File: config.mk
export PLATFORM = sky130hd
export DESIGN_NAME = mano_io_term_flat
export DESIGN_NICKNAME = d
export VERILOG_FILES = /design/src/rtl/mano_io_term_if.sv /design/src/rtl/mano_io_term.sv /design/src/flat_wrapper.sv
export SDC_FILE = /design/constraint.sdc
export NUM_CORES = 1
export LEC_CHECK = 0
export BUFFER_PORTS_ARGS = -buffer_cell sky130_fd_sc_hd__buf_2
export CAP_MARGIN = 20
export CORE_MARGIN = 2
export CORE_UTILIZATION = 60
export CTS_BUF_LIST = sky130_fd_sc_hd__clkbuf_2
export DETAILED_ROUTE_END_ITERATION = 12
export PLACE_DENSITY_LB_ADDON = 0.08
export SYNTH_ARGS = -nofsm -noshare
export SYNTH_HDL_FRONTEND = slang
export SYNTH_SLANG_ARGS = --single-unit
File: constraint.sdc
create_clock -name mclk -period 3.1 [get_ports mclk]
set_clock_uncertainty 0.2 [all_clocks]
set_input_delay 0.62 -clock mclk [delete_from_list [all_inputs] [get_ports mclk]]
set_output_delay 0.62 -clock mclk [all_outputs]
set_load 0.03 [all_outputs]
File: src/rtl/mano_io_term_if.sv
// ----------------------------------------------------------------------------
// mano_io_term_if
// Groups the terminal responder's datapath-side and serial-pin signals.
//
// Parameters:
//   CHARWIDTH : INPR/OUTR width and serial data bits per frame
//
// Signals:
//   rxd        serial input, idle high, asynchronous to the system clock
//   txd        serial output, idle high
//   FGI        current input-flag level from the datapath
//   FGO        current output-flag level from the datapath
//   OUTR       output register contents
//   out_start  one-cycle pulse: OUT instruction executed
//   err_clr    clears the sticky error flags
//   inpr_data  received character, drives the INPR load input
//   inpr_ld    one-cycle pulse: load INPR from inpr_data
//   fgi_set    one-cycle pulse: set FGI
//   fgo_set    one-cycle pulse: set FGO
//   tx_busy    high while a frame is being transmitted
//   rx_ovr     sticky: character dropped because FGI was still set
//   rx_ferr    sticky: framing (or parity) error
//
// Modports:
//   slave  : the terminal responder (mano_io_term)
//   master : the datapath / serial environment driving it
// ----------------------------------------------------------------------------
interface mano_io_term_if #(
  parameter int CHARWIDTH = 8
);
  logic                 rxd;
  logic                 txd;
  logic                 FGI;
  logic                 FGO;
  logic [CHARWIDTH-1:0] OUTR;
  logic                 out_start;
  logic                 err_clr;
  logic [CHARWIDTH-1:0] inpr_data;
  logic                 inpr_ld;
  logic                 fgi_set;
  logic                 fgo_set;
  logic                 tx_busy;
  logic                 rx_ovr;
  logic                 rx_ferr;

  modport slave (
    input  rxd, FGI, FGO, OUTR, out_start, err_clr,
    output txd, inpr_data, inpr_ld, fgi_set, fgo_set, tx_busy, rx_ovr, rx_ferr
  );

  modport master (
    output rxd, FGI, FGO, OUTR, out_start, err_clr,
    input  txd, inpr_data, inpr_ld, fgi_set, fgo_set, tx_busy, rx_ovr, rx_ferr
  );
endinterface

File: src/rtl/mano_io_term.sv
// ----------------------------------------------------------------------------
// mano_io_term
// Terminal-side I/O responder for the MANO computer: the device end of the
// FGI/FGO handshake. Received 8N1 characters are handed to INPR with an
// FGI set pulse; an OUT instruction starts serialisation of OUTR on txd and
// FGO is set again once the frame (including the stop bit) has gone out.
//
// Parameters:
//   CLKS_PER_BIT : mclk cycles per serial bit (even, >= 4)
//   CHARWIDTH    : data bits per frame, INPR/OUTR width
//
// Ports:
//   mclk  : system clock
//   mrst  : synchronous active-high reset
//   io    : mano_io_term_if.slave (flags, registers, serial pins, status)
//
// Build option:
//   MANO_IO_PARITY_EN : when defined, an even-parity bit follows the data
//                       bits in both directions (CHARWIDTH+3 bit frames);
//                       an rx parity mismatch drops the character and sets
//                       rx_ferr.
// ----------------------------------------------------------------------------
module mano_io_term #(
  parameter int CLKS_PER_BIT = 16,
  parameter int CHARWIDTH    = 8
) (
  input  logic              mclk,
  input  logic              mrst,
  mano_io_term_if.slave     io
);

  localparam int CNT_W = $clog2(CLKS_PER_BIT);
  localparam int BIT_W = (CHARWIDTH > 2) ? $clog2(CHARWIDTH) : 1;

  localparam logic [CNT_W-1:0] CNT_FULL = CNT_W'(CLKS_PER_BIT - 1);
  localparam logic [CNT_W-1:0] CNT_HALF = CNT_W'(CLKS_PER_BIT / 2 - 1);
  localparam logic [CNT_W-1:0] CNT_ONE  = CNT_W'(1);
  localparam logic [CNT_W-1:0] CNT_ZERO = {CNT_W{1'b0}};
  localparam logic [BIT_W-1:0] BIT_LAST = BIT_W'(CHARWIDTH - 1);
  localparam logic [BIT_W-1:0] BIT_ONE  = BIT_W'(1);
  localparam logic [BIT_W-1:0] BIT_ZERO = {BIT_W{1'b0}};
  localparam logic [CHARWIDTH-1:0] CHAR_ZERO = {CHARWIDTH{1'b0}};

  typedef enum logic [2:0] {
    RX_IDLE  = 3'd0,
    RX_START = 3'd1,
    RX_DATA  = 3'd2,
    RX_PAR   = 3'd3,
    RX_STOP  = 3'd4
  } rx_state_e;

  typedef enum logic [2:0] {
    TX_IDLE  = 3'd0,
    TX_LOAD  = 3'd1,
    TX_START = 3'd2,
    TX_DATA  = 3'd3,
    TX_PAR   = 3'd4,
    TX_STOP  = 3'd5,
    TX_DONE  = 3'd6
  } tx_state_e;

  // Even parity: the bit that makes the total count of ones even.
  function automatic logic even_par(input logic [CHARWIDTH-1:0] d);
    return ^d;
  endfunction

  // FGO is only observed by the datapath; this block never needs its level.
  logic unused_fgo_s;
  assign unused_fgo_s = io.FGO;

  // ---------------- receive side state ----------------
  logic                 rxd_s1_q, rxd_s1_d;
  logic                 rxd_s2_q, rxd_s2_d;
  logic                 rxd_prev_q, rxd_prev_d;
  rx_state_e            rx_state_q, rx_state_d;
  logic [CNT_W-1:0]     rx_cnt_q, rx_cnt_d;
  logic [BIT_W-1:0]     rx_bit_q, rx_bit_d;
  logic [CHARWIDTH-1:0] rx_sh_q, rx_sh_d;
  logic                 rx_par_err_q, rx_par_err_d;
  logic [CHARWIDTH-1:0] inpr_data_q, inpr_data_d;
  logic                 inpr_ld_q, inpr_ld_d;
  logic                 fgi_set_q, fgi_set_d;
  logic                 rx_ovr_q, rx_ovr_d;
  logic                 rx_ferr_q, rx_ferr_d;
  logic                 rx_tick_s;

  // ---------------- transmit side state ----------------
  tx_state_e            tx_state_q, tx_state_d;
  logic [CNT_W-1:0]     tx_cnt_q, tx_cnt_d;
  logic [BIT_W-1:0]     tx_bit_q, tx_bit_d;
  logic [CHARWIDTH-1:0] tx_sh_q, tx_sh_d;
  logic                 tx_par_q, tx_par_d;
  logic                 txd_q, txd_d;
  logic                 tx_busy_q, tx_busy_d;
  logic                 fgo_set_q, fgo_set_d;
  logic                 tx_tick_s;

  // Receive synchroniser, rx FSM next-state and sticky error flag logic.
  always_comb begin
    rxd_s1_d     = io.rxd;
    rxd_s2_d     = rxd_s1_q;
    rxd_prev_d   = rxd_s2_q;
    rx_state_d   = rx_state_q;
    rx_cnt_d     = rx_cnt_q;
    rx_bit_d     = rx_bit_q;
    rx_sh_d      = rx_sh_q;
    rx_par_err_d = rx_par_err_q;
    inpr_data_d  = inpr_data_q;
    inpr_ld_d    = 1'b0;
    fgi_set_d    = 1'b0;
    rx_tick_s    = (rx_cnt_q == CNT_ZERO);

    // Clear first so that an error event below in the same cycle wins.
    if (io.err_clr) begin
      rx_ovr_d  = 1'b0;
      rx_ferr_d = 1'b0;
    end else begin
      rx_ovr_d  = rx_ovr_q;
      rx_ferr_d = rx_ferr_q;
    end

    case (rx_state_q)
      RX_IDLE: begin
        if (rxd_prev_q && !rxd_s2_q) begin
          rx_state_d = RX_START;
          rx_cnt_d   = CNT_HALF;
        end else begin
          rx_state_d = RX_IDLE;
        end
      end

      RX_START: begin
        if (rx_tick_s) begin
          // Still low at mid-bit: a real start bit; otherwise a glitch.
          if (!rxd_s2_q) begin
            rx_state_d   = RX_DATA;
            rx_cnt_d     = CNT_FULL;
            rx_bit_d     = BIT_ZERO;
            rx_par_err_d = 1'b0;
          end else begin
            rx_state_d = RX_IDLE;
          end
        end else begin
          rx_cnt_d = rx_cnt_q - CNT_ONE;
        end
      end

      RX_DATA: begin
        if (rx_tick_s) begin
          // LSB arrives first, so shift in from the top.
          rx_sh_d  = {rxd_s2_q, rx_sh_q[CHARWIDTH-1:1]};
          rx_cnt_d = CNT_FULL;
          if (rx_bit_q == BIT_LAST) begin
`ifdef MANO_IO_PARITY_EN
            rx_state_d = RX_PAR;
`else
            rx_state_d = RX_STOP;
`endif
          end else begin
            rx_bit_d = rx_bit_q + BIT_ONE;
          end
        end else begin
          rx_cnt_d = rx_cnt_q - CNT_ONE;
        end
      end

      RX_PAR: begin
        if (rx_tick_s) begin
          rx_par_err_d = (rxd_s2_q != even_par(rx_sh_q));
          rx_state_d   = RX_STOP;
          rx_cnt_d     = CNT_FULL;
        end else begin
          rx_cnt_d = rx_cnt_q - CNT_ONE;
        end
      end

      RX_STOP: begin
        if (rx_tick_s) begin
          rx_state_d = RX_IDLE;
          if (rxd_s2_q && !rx_par_err_q) begin
            if (!io.FGI) begin
              inpr_data_d = rx_sh_q;
              inpr_ld_d   = 1'b1;
              fgi_set_d   = 1'b1;
            end else begin
              rx_ovr_d = 1'b1;
            end
          end else begin
            rx_ferr_d = 1'b1;
          end
        end else begin
          rx_cnt_d = rx_cnt_q - CNT_ONE;
        end
      end

      default: begin
        rx_state_d = RX_IDLE;
        rx_cnt_d   = CNT_ZERO;
        rx_bit_d   = BIT_ZERO;
      end
    endcase
  end

  // Transmit FSM next-state, serial output and FGO handshake logic.
  always_comb begin
    tx_state_d = tx_state_q;
    tx_cnt_d   = tx_cnt_q;
    tx_bit_d   = tx_bit_q;
    tx_sh_d    = tx_sh_q;
    tx_par_d   = tx_par_q;
    txd_d      = txd_q;
    tx_busy_d  = tx_busy_q;
    fgo_set_d  = 1'b0;
    tx_tick_s  = (tx_cnt_q == CNT_ZERO);

    case (tx_state_q)
      TX_IDLE: begin
        if (io.out_start) begin
          tx_state_d = TX_LOAD;
        end else begin
          tx_state_d = TX_IDLE;
        end
      end

      // OUTR was written on the out_start edge, so it is valid only now.
      TX_LOAD: begin
        tx_sh_d    = io.OUTR;
        tx_par_d   = even_par(io.OUTR);
        txd_d      = 1'b0;
        tx_busy_d  = 1'b1;
        tx_cnt_d   = CNT_FULL;
        tx_state_d = TX_START;
      end

      TX_START: begin
        if (tx_tick_s) begin
          txd_d      = tx_sh_q[0];
          tx_sh_d    = {1'b0, tx_sh_q[CHARWIDTH-1:1]};
          tx_bit_d   = BIT_ZERO;
          tx_cnt_d   = CNT_FULL;
          tx_state_d = TX_DATA;
        end else begin
          tx_cnt_d = tx_cnt_q - CNT_ONE;
        end
      end

      TX_DATA: begin
        if (tx_tick_s) begin
          tx_cnt_d = CNT_FULL;
          if (tx_bit_q == BIT_LAST) begin
`ifdef MANO_IO_PARITY_EN
            txd_d      = tx_par_q;
            tx_state_d = TX_PAR;
`else
            txd_d      = 1'b1;
            tx_state_d = TX_STOP;
`endif
          end else begin
            txd_d    = tx_sh_q[0];
            tx_sh_d  = {1'b0, tx_sh_q[CHARWIDTH-1:1]};
            tx_bit_d = tx_bit_q + BIT_ONE;
          end
        end else begin
          tx_cnt_d = tx_cnt_q - CNT_ONE;
        end
      end

      TX_PAR: begin
        if (tx_tick_s) begin
          txd_d      = 1'b1;
          tx_cnt_d   = CNT_FULL;
          tx_state_d = TX_STOP;
        end else begin
          tx_cnt_d = tx_cnt_q - CNT_ONE;
        end
      end

      TX_STOP: begin
        if (tx_tick_s) begin
          tx_state_d = TX_DONE;
        end else begin
          tx_cnt_d = tx_cnt_q - CNT_ONE;
        end
      end

      // out_start is not looked at here, so a late OUT cannot retrigger.
      TX_DONE: begin
        fgo_set_d  = 1'b1;
        tx_busy_d  = 1'b0;
        tx_state_d = TX_IDLE;
      end

      default: begin
        tx_state_d = TX_IDLE;
        txd_d      = 1'b1;
        tx_busy_d  = 1'b0;
        tx_cnt_d   = CNT_ZERO;
        tx_bit_d   = BIT_ZERO;
      end
    endcase
  end

  // State and output registers for both directions with synchronous reset.
  always_ff @(posedge mclk) begin
    if (mrst) begin
      rxd_s1_q     <= 1'b1;
      rxd_s2_q     <= 1'b1;
      rxd_prev_q   <= 1'b1;
      rx_state_q   <= RX_IDLE;
      rx_cnt_q     <= CNT_ZERO;
      rx_bit_q     <= BIT_ZERO;
      rx_sh_q      <= CHAR_ZERO;
      rx_par_err_q <= 1'b0;
      inpr_data_q  <= CHAR_ZERO;
      inpr_ld_q    <= 1'b0;
      fgi_set_q    <= 1'b0;
      rx_ovr_q     <= 1'b0;
      rx_ferr_q    <= 1'b0;
      tx_state_q   <= TX_IDLE;
      tx_cnt_q     <= CNT_ZERO;
      tx_bit_q     <= BIT_ZERO;
      tx_sh_q      <= CHAR_ZERO;
      tx_par_q     <= 1'b0;
      txd_q        <= 1'b1;
      tx_busy_q    <= 1'b0;
      fgo_set_q    <= 1'b0;
    end else begin
      rxd_s1_q     <= rxd_s1_d;
      rxd_s2_q     <= rxd_s2_d;
      rxd_prev_q   <= rxd_prev_d;
      rx_state_q   <= rx_state_d;
      rx_cnt_q     <= rx_cnt_d;
      rx_bit_q     <= rx_bit_d;
      rx_sh_q      <= rx_sh_d;
      rx_par_err_q <= rx_par_err_d;
      inpr_data_q  <= inpr_data_d;
      inpr_ld_q    <= inpr_ld_d;
      fgi_set_q    <= fgi_set_d;
      rx_ovr_q     <= rx_ovr_d;
      rx_ferr_q    <= rx_ferr_d;
      tx_state_q   <= tx_state_d;
      tx_cnt_q     <= tx_cnt_d;
      tx_bit_q     <= tx_bit_d;
      tx_sh_q      <= tx_sh_d;
      tx_par_q     <= tx_par_d;
      txd_q        <= txd_d;
      tx_busy_q    <= tx_busy_d;
      fgo_set_q    <= fgo_set_d;
    end
  end

  assign io.txd       = txd_q;
  assign io.inpr_data = inpr_data_q;
  assign io.inpr_ld   = inpr_ld_q;
  assign io.fgi_set   = fgi_set_q;
  assign io.fgo_set   = fgo_set_q;
  assign io.tx_busy   = tx_busy_q;
  assign io.rx_ovr    = rx_ovr_q;
  assign io.rx_ferr   = rx_ferr_q;

endmodule

File: src/flat_wrapper.sv
// flat-port wrapper written by rule: the top's interface ports become plain ports
module mano_io_term_flat 
#(
  parameter int CLKS_PER_BIT = 16,
  parameter int CHARWIDTH    = 8
)
  (mclk, mrst, io_rxd, io_FGI, io_FGO, io_OUTR, io_out_start, io_err_clr, io_txd, io_inpr_data, io_inpr_ld, io_fgi_set, io_fgo_set, io_tx_busy, io_rx_ovr, io_rx_ferr);
  mano_io_term_if #(.CHARWIDTH(CHARWIDTH)) io_i ();
  input  logic mclk;
  input  logic mrst;
  input wire logic [$bits(io_i.rxd)-1:0] io_rxd;
  input wire logic [$bits(io_i.FGI)-1:0] io_FGI;
  input wire logic [$bits(io_i.FGO)-1:0] io_FGO;
  input wire logic [$bits(io_i.OUTR)-1:0] io_OUTR;
  input wire logic [$bits(io_i.out_start)-1:0] io_out_start;
  input wire logic [$bits(io_i.err_clr)-1:0] io_err_clr;
  output wire logic [$bits(io_i.txd)-1:0] io_txd;
  output wire logic [$bits(io_i.inpr_data)-1:0] io_inpr_data;
  output wire logic [$bits(io_i.inpr_ld)-1:0] io_inpr_ld;
  output wire logic [$bits(io_i.fgi_set)-1:0] io_fgi_set;
  output wire logic [$bits(io_i.fgo_set)-1:0] io_fgo_set;
  output wire logic [$bits(io_i.tx_busy)-1:0] io_tx_busy;
  output wire logic [$bits(io_i.rx_ovr)-1:0] io_rx_ovr;
  output wire logic [$bits(io_i.rx_ferr)-1:0] io_rx_ferr;
  assign io_i.rxd = io_rxd;
  assign io_i.FGI = io_FGI;
  assign io_i.FGO = io_FGO;
  assign io_i.OUTR = io_OUTR;
  assign io_i.out_start = io_out_start;
  assign io_i.err_clr = io_err_clr;
  assign io_txd = io_i.txd;
  assign io_inpr_data = io_i.inpr_data;
  assign io_inpr_ld = io_i.inpr_ld;
  assign io_fgi_set = io_i.fgi_set;
  assign io_fgo_set = io_i.fgo_set;
  assign io_tx_busy = io_i.tx_busy;
  assign io_rx_ovr = io_i.rx_ovr;
  assign io_rx_ferr = io_i.rx_ferr;
  mano_io_term #(.CLKS_PER_BIT(CLKS_PER_BIT), .CHARWIDTH(CHARWIDTH)) u_core (.mclk(mclk), .mrst(mrst), .io(io_i));
endmodule
==> results of run 1 <==
-- path summary, 6_finish.rpt --
kind | slack, ps | cells after the start | endpoint | start
max | 570 | 7 | u_core.tx_sh_q[0] | u_core.tx_cnt_q[0]
min | 140 | 2 | u_core.rxd_s1_q | io_rxd
max reg2reg | 570 | 7 | u_core.tx_sh_q[0] | u_core.tx_cnt_q[0]
min reg2reg | 230 | 1 | u_core.rxd_prev_d | u_core.rxd_s1_q
-- registers in the layout, summed over array words and instances, names as in the netlist, 3 cells and up --
register,count
u_core.rx_state_q,3
u_core.tx_bit_q,3
u_core.tx_state_q,3
u_core.tx_cnt_q,4
u_core.tx_sh_q,8
u_core.rx_sh_q,8
u_core.io.inpr_data,8
u_core.rx_cnt_q,4
u_core.rx_bit_q,3
-- cell families (layout without fill, tap and decap cells) --
| group | Yosys count | after routing |
|---|---|---|
| XOR/XNOR | 8 | 8 |
| AO/OA/AOI/OAI | 72 | 72 |
| adder cells (fa/ha/maj) | 6 | 6 |
| flip-flops | 54 | 54 |
| AND/OR/NAND/NOR | 124 | 124 |
| multiplexers | 21 | 21 |
| buffers and inverters | 33 | 47 |
-- stage by stage --
stage / utilization / cell area [um2]
after floorplan: - / 2710
after global placement: 0.648 / 2820
after detailed placement: 0.648 / 2820
after CTS: 0.664 / 2890
after global routing: 0.664 / 2890
final: 0.664 / 2890
-- final cells by class --
cell class                      instances  share of cell area
Multi-Input combinational cell        231               0.512
Sequential cell                        54               0.374
Timing Repair Buffer                   32              0.0588
Tap cell                               52              0.0225
Clock inverter                          3              0.0156
Inverter                                7             0.00908
Clock buffer                            5             0.00865
-- where the power goes --
part | total (mW) | internal (mW) | switching [mW]
sequential | 0.788 | 0.738 | 0.0498
clock | 0.364 | 0.135 | 0.229
combinational | 0.300 | 0.127 | 0.173
-- placed cells by master (no fill, tap or decap), drive strengths merged, types with 6 or more instances in the layout --
master	count
ha	6
nand2b	7
mux2i	20
o21ai	14
nor2	49
a21oi	20
a311oi	8
nor3	8
inv	7
xnor2	7
dfxtp	54
buf	32
nand2	27
-- routing by layer --
layer  vias to the layer above  GRT usage  routed length [um]
li1                       1146          -                   -
met1                      1021      0.288                2480
met2                        40      0.322                2260
met3                         4     0.0484                 175
met4                         0     0.0629                  36
met5                         -          0                   0
==> impl_metrics.py, run 1 <==
metrics = {
    "min_path": {
        "hold_path_class": "input port to flip-flop",
    },
    "flow_run": {
        "drv_cap": 0,
    },
    "worst_setup_path": {
        "path_max_fanout": 15,
        "required_ps": 3260,
        "path_buf_inv": 1,
        "path_class": "flip-flop to flip-flop",
        "startpoint_type": "flip-flop",
        "arrival_ps": 2690,
        "end_kind": "flip-flop",
        "crit_family": "compound AO/OA/AOI/OAI gates",
        "crit_chain": "inv_1 -> ha_1 -> nor3b_4 -> nand2b_1 -> a211oi_4 -> nor2_1 -> a311oi_1",
        "cp_slowest_stage_delay_ps": 570,
        "critPathSlowestCell": "a211oi_4",
    },
    "placed_design": {
        "placedCellCount": 376,
        "dp_slack_ps": 643,
        "routabilityCongestion": 0.813,
        "dp_hpwl_um": 3290,
        "port_buffers": 28,
    },
    "power": {
        "p_per_area_nw_per_um2": 502,
        "power.leakage_nw": 1.24,
        "peakVddDrop_v": 0.000469,
        "total_power_mw": 1.45,
    },
    "cts": {
        "cts_max_level": 2,
        "tritoncts": "yes",
        "clk_pin_slew_ps": 270,
        "cts_setup_buffers": 0,
        "cts_buffer_depth": 2,
        "clockRootBuffer": "clkbuf_2",
        "cts_made_buffers": 5,
        "holdBufCountCts": 0,
        "cts_num_sinks": 54,
        "insertion_delay_ps": 440,
        "cts_resized": 0,
    },
    "timing": {
        "maxSlewViolCount": 0,
        "relSlewSlack": 0.615,
        "fin_ws_ps": 575,
        "worstMarginPinSlew_ps": 575,
        "min_period_over_period": 0.815,
        "period_minus_slack_ps": 2530,
        "finalSetupViolCount": 0,
        "timing.fmax_ghz": 0.396,
        "hold_viol": 0,
        "grt_setup_unrepaired": "no",
        "hold_ws_ps": 141,
        "fin_setup_tns_ps": 0,
    },
    "synth": {
        "synth_flop_cell": "dfxtp_1",
        "ys_warn_count": 0,
        "synth_top_family_by_area": "simple AND/OR/NAND/NOR gates",
        "synth_cell_types": 58,
        "synth-adder-area-share": 0.0277,
        "ys_ff_latch": 54,
        "synth_area_leader_cell": "dfxtp_1",
        "synth_top_area_share": 0.399,
        "syn_area_um2": 2710,
        "netlist_top_cells_area": "dfxtp_1, mux2i_1, nor2_1",
        "postSynthAreaPerCell_um2": 8.51,
        "synth_edf_count": 0,
        "syn_nets": 339,
        "synthTopCellsByCount": "dfxtp_1, nor2_1, nand2_1",
        "async_reset_ff_frac": 0,
        "synth_compound_area_frac": 0.182,
        "synth_cells": 318,
        "synth_mux_area_frac": 0.0781,
        "synth-xor-area-share": 0.0259,
        "synth-simple-area-share": 0.233,
        "yosysSeqAreaShare": 0.399,
        "yosysMostFrequentCell": "dfxtp_1",
    },
    "run_status": {
        "status": "complete, no violations",
    },
    "floorplanning": {
        "core_um2": 4350,
        "dieArea_um2": 5060,
        "io_pins": 30,
        "die_height_um": 71.2,
        "initial_core_util": 0.622,
        "fp.dieW_um": 71.2,
        "core.rowCount": 24,
    },
    "global_routing": {
        "grt_pass1_wl_um": 8660,
        "grt_pass1_vias": 1973,
        "grtUsageTotal": 0.208,
        "grt_max_degree": 31,
        "antenna_found_initial": 0,
        "gr-total-overflow": 0,
    },
    "layout": {
        "syn_to_final_growth_pct": 6.89,
        "final_cell_count_no_fill": 384,
        "fill_cells": 357,
        "fin_nets": 352,
        "multi_input_area_um2": 1480,
        "register_area_um2": 1080,
        "n_antenna_cell": 0,
        "layout-drive-gt1-share": 0.163,
    },
    "route": {
        "vias_per_cell": 5.76,
        "drt-initial-drc-count": 145,
        "ant_nets": 0,
        "wl_um": 4950,
        "vias": 2211,
        "dr.pass1.iters": 4,
        "drcViolationCount": 0,
        "routedWlPerCell_um": 12.9,
    },
}
No activity file was read; power rests on OpenSTA's default activity.
==> run 2, diff against run 1 <==
- CORE_UTILIZATION: 60 -> 55
- clock period: 3.1 -> 2.08 ns (I/O delays scaled with it)
==> impl_metrics.py, run 2 (same netlist as run 1, synthesis figures left out) <==
metrics = {
    "run_status": {
        "status": "complete, no violations",
    },
    "worst_setup_path": {
        "startpoint_type": "flip-flop",
        "r2r_start": "u_core.rx_cnt_q[0]",
        "required_ps": 2260,
        "path_class": "flip-flop to flip-flop",
        "cp_slowest_stage_delay_ps": 580,
        "r2r.worst_path.cells": 6,
        "rrSetupSlack_ps": 2,
        "arrival_ps": 2260,
        "path_max_fanout": 5,
        "crit_chain": "inv_2 -> ha_4 -> or3b_4 -> or4b_4 -> mux2i_1 -> nor2_1",
        "end_kind": "flip-flop",
        "critPathSlowestCell": "or4b_4",
        "r2r_end": "u_core.rx_sh_q[4]",
    },
    "route": {
        "vias": 2387,
        "wl_um": 5700,
        "dr.pass1.iters": 4,
        "vias_per_cell": 5.47,
        "ant_nets": 0,
        "drcViolationCount": 0,
        "drt-initial-drc-count": 91,
        "routedWlPerCell_um": 13.1,
    },
    "layout": {
        "fin_util": 0.710,
        "syn_to_final_growth_pct": 23.9,
        "fin_nets": 389,
        "n_antenna_cell": 0,
        "fill_cells": 383,
        "layout-drive-gt1-share": 0.268,
        "final_cell_mix": "dfxtp_1, nor2_1, buf_2, nand2_1, buf_4",
        "layout_commonest_cell": "dfxtp_1",
    },
    "floorplanning": {
        "core_um2": 4720,
        "fp.dieW_um": 74.1,
        "dieArea_um2": 5500,
        "initial_core_util": 0.573,
        "core.rowCount": 25,
        "io_pins": 30,
        "die_height_um": 74.1,
    },
    "cts": {
        "tritoncts": "yes",
        "cts_max_level": 2,
        "cts_buffer_depth": 2,
        "clk_pin_slew_ps": 310,
        "cts_made_buffers": 5,
        "insertion_delay_ps": 470,
        "clockRootBuffer": "clkbuf_2",
        "cts_num_sinks": 54,
    },
    "timing": {
        "fin_setup_tns_ps": 0,
        "grt_setup_unrepaired": "yes",
        "min_period_over_period": 0.999,
        "relSlewSlack": 0.617,
        "timing.fmax_ghz": 0.481,
        "worstMarginPinSlew_ps": 573,
        "finalSetupViolCount": 0,
        "period_minus_slack_ps": 2080,
        "fin_ws_ps": 1.66,
        "maxSlewViolCount": 0,
        "hold_viol": 0,
    },
    "global_routing": {
        "grtUsageTotal": 0.213,
        "grt_pass1_wl_um": 9270,
        "gr-total-overflow": 0,
        "grt_pass1_vias": 2131,
        "grt_max_degree": 27,
        "antenna_found_initial": 0,
    },
    "min_path": {
        "hold_path_end": "u_core.io.rx_ovr",
        "hold_path_class": "input port to flip-flop",
        "whs_path_depth": 2,
        "hp-start": "mrst",
    },
    "placed_design": {
        "routabilityCongestion": 0.829,
        "dp_slack_ps": -30.1,
        "dp_hpwl_um": 3490,
        "port_buffers": 28,
    },
    "power": {
        "power.leakage_nw": 1.43,
        "peakVddDrop_v": 0.000490,
        "total_power_mw": 2.39,
        "p_per_area_nw_per_um2": 713,
    },
    "flow_run": {
        "drv_cap": 0,
    },
}
## run 2: cell types whose count changed in the layout (fill, tap and decap cells not counted), sizes merged
cell         previous run  this run
or4b                    1         2
dlygate4sd3             0        12
buf                    32        56
inv                     7         8
clkinvlp                2         1
## run 2: layout make-up
| cell class | instances | area (um2) | share of cell area |
|---|---|---|---|
| well taps | 67 | 83.8 | 0.0250 |
| clock buffers | 5 | 25.0 | 0.00746 |
| inverters | 7 | 26.3 | 0.00783 |
| clock inverters | 3 | 48.8 | 0.0145 |
| flip-flops and latches | 54 | 1090 | 0.324 |
| multi-input cells | 232 | 1590 | 0.475 |
| repair buffers | 68 | 490 | 0.146 |
## run 2: worst max-delay path by stage
stage	startpoint	to	depth (start not counted)	slack, ps
2_1_floorplan	u_core.rx_cnt_q[1]	u_core.rx_sh_q[0]	7	7
3_3_place_gp	u_core.rx_cnt_q[1]	u_core.rx_sh_q[6]	6	-20
3_5_place_dp	u_core.rx_cnt_q[1]	u_core.rx_sh_q[6]	6	-30
4_1_cts	u_core.rx_cnt_q[0]	u_core.rx_sh_q[4]	6	-30
5_1_grt	u_core.rx_cnt_q[0]	u_core.rx_bit_q[0]	7	-80
6_report	u_core.rx_cnt_q[0]	u_core.rx_sh_q[4]	6	2
## run 2: where the power goes
group | total [mW] | switching, mW | internal (mW)
sequential | 1.16 | 0.0603 | 1.10
combinational | 0.656 | 0.333 | 0.323
clock | 0.572 | 0.361 | 0.211
## run 2: critical path: cells and delay by family, from the launching register on
kind,cells,cell delay (ps)
AND/OR/NAND/NOR,3,1030
flip-flops,1,400
multiplexers,1,180
adder cells (fa/ha/maj),1,130
buffers and inverters,1,60
## run 2: through the flow
| step | instances | instance area [um2] | hold slack [ps] |
|---|---|---|---|
| after global placement | 411 | 3020 | 199 |
| after floorplan | 318 | 2720 | 189 |
| after detailed placement | 411 | 3020 | 196 |
| after CTS | 434 | 3280 | 0.422 |
| final | 436 | 3350 | 154 |
| after global routing | 436 | 3350 | 162 |
## run 2: what timing repair did
item                                    CTS  global route
buffers inserted                          2             2
cloned                                    2             0
resized for setup                        10            16
endpoints found under the setup margin   21            31
hold buffers                             11             1
endpoints found under the hold margin    10             1
pin swaps                                 2            13
## run 2: per-layer routing
| layer | global-route usage | vias to the layer above | share of wire |
|---|---|---|---|
| li1 | - | 1224 | - |
| met1 | 0.290 | 1116 | 0.50 |
| met2 | 0.343 | 38 | 0.45 |
| met3 | 0.0474 | 9 | 0.031 |
| met4 | 0.0545 | 0 | 0.014 |
| met5 | 0 | - | 0 |
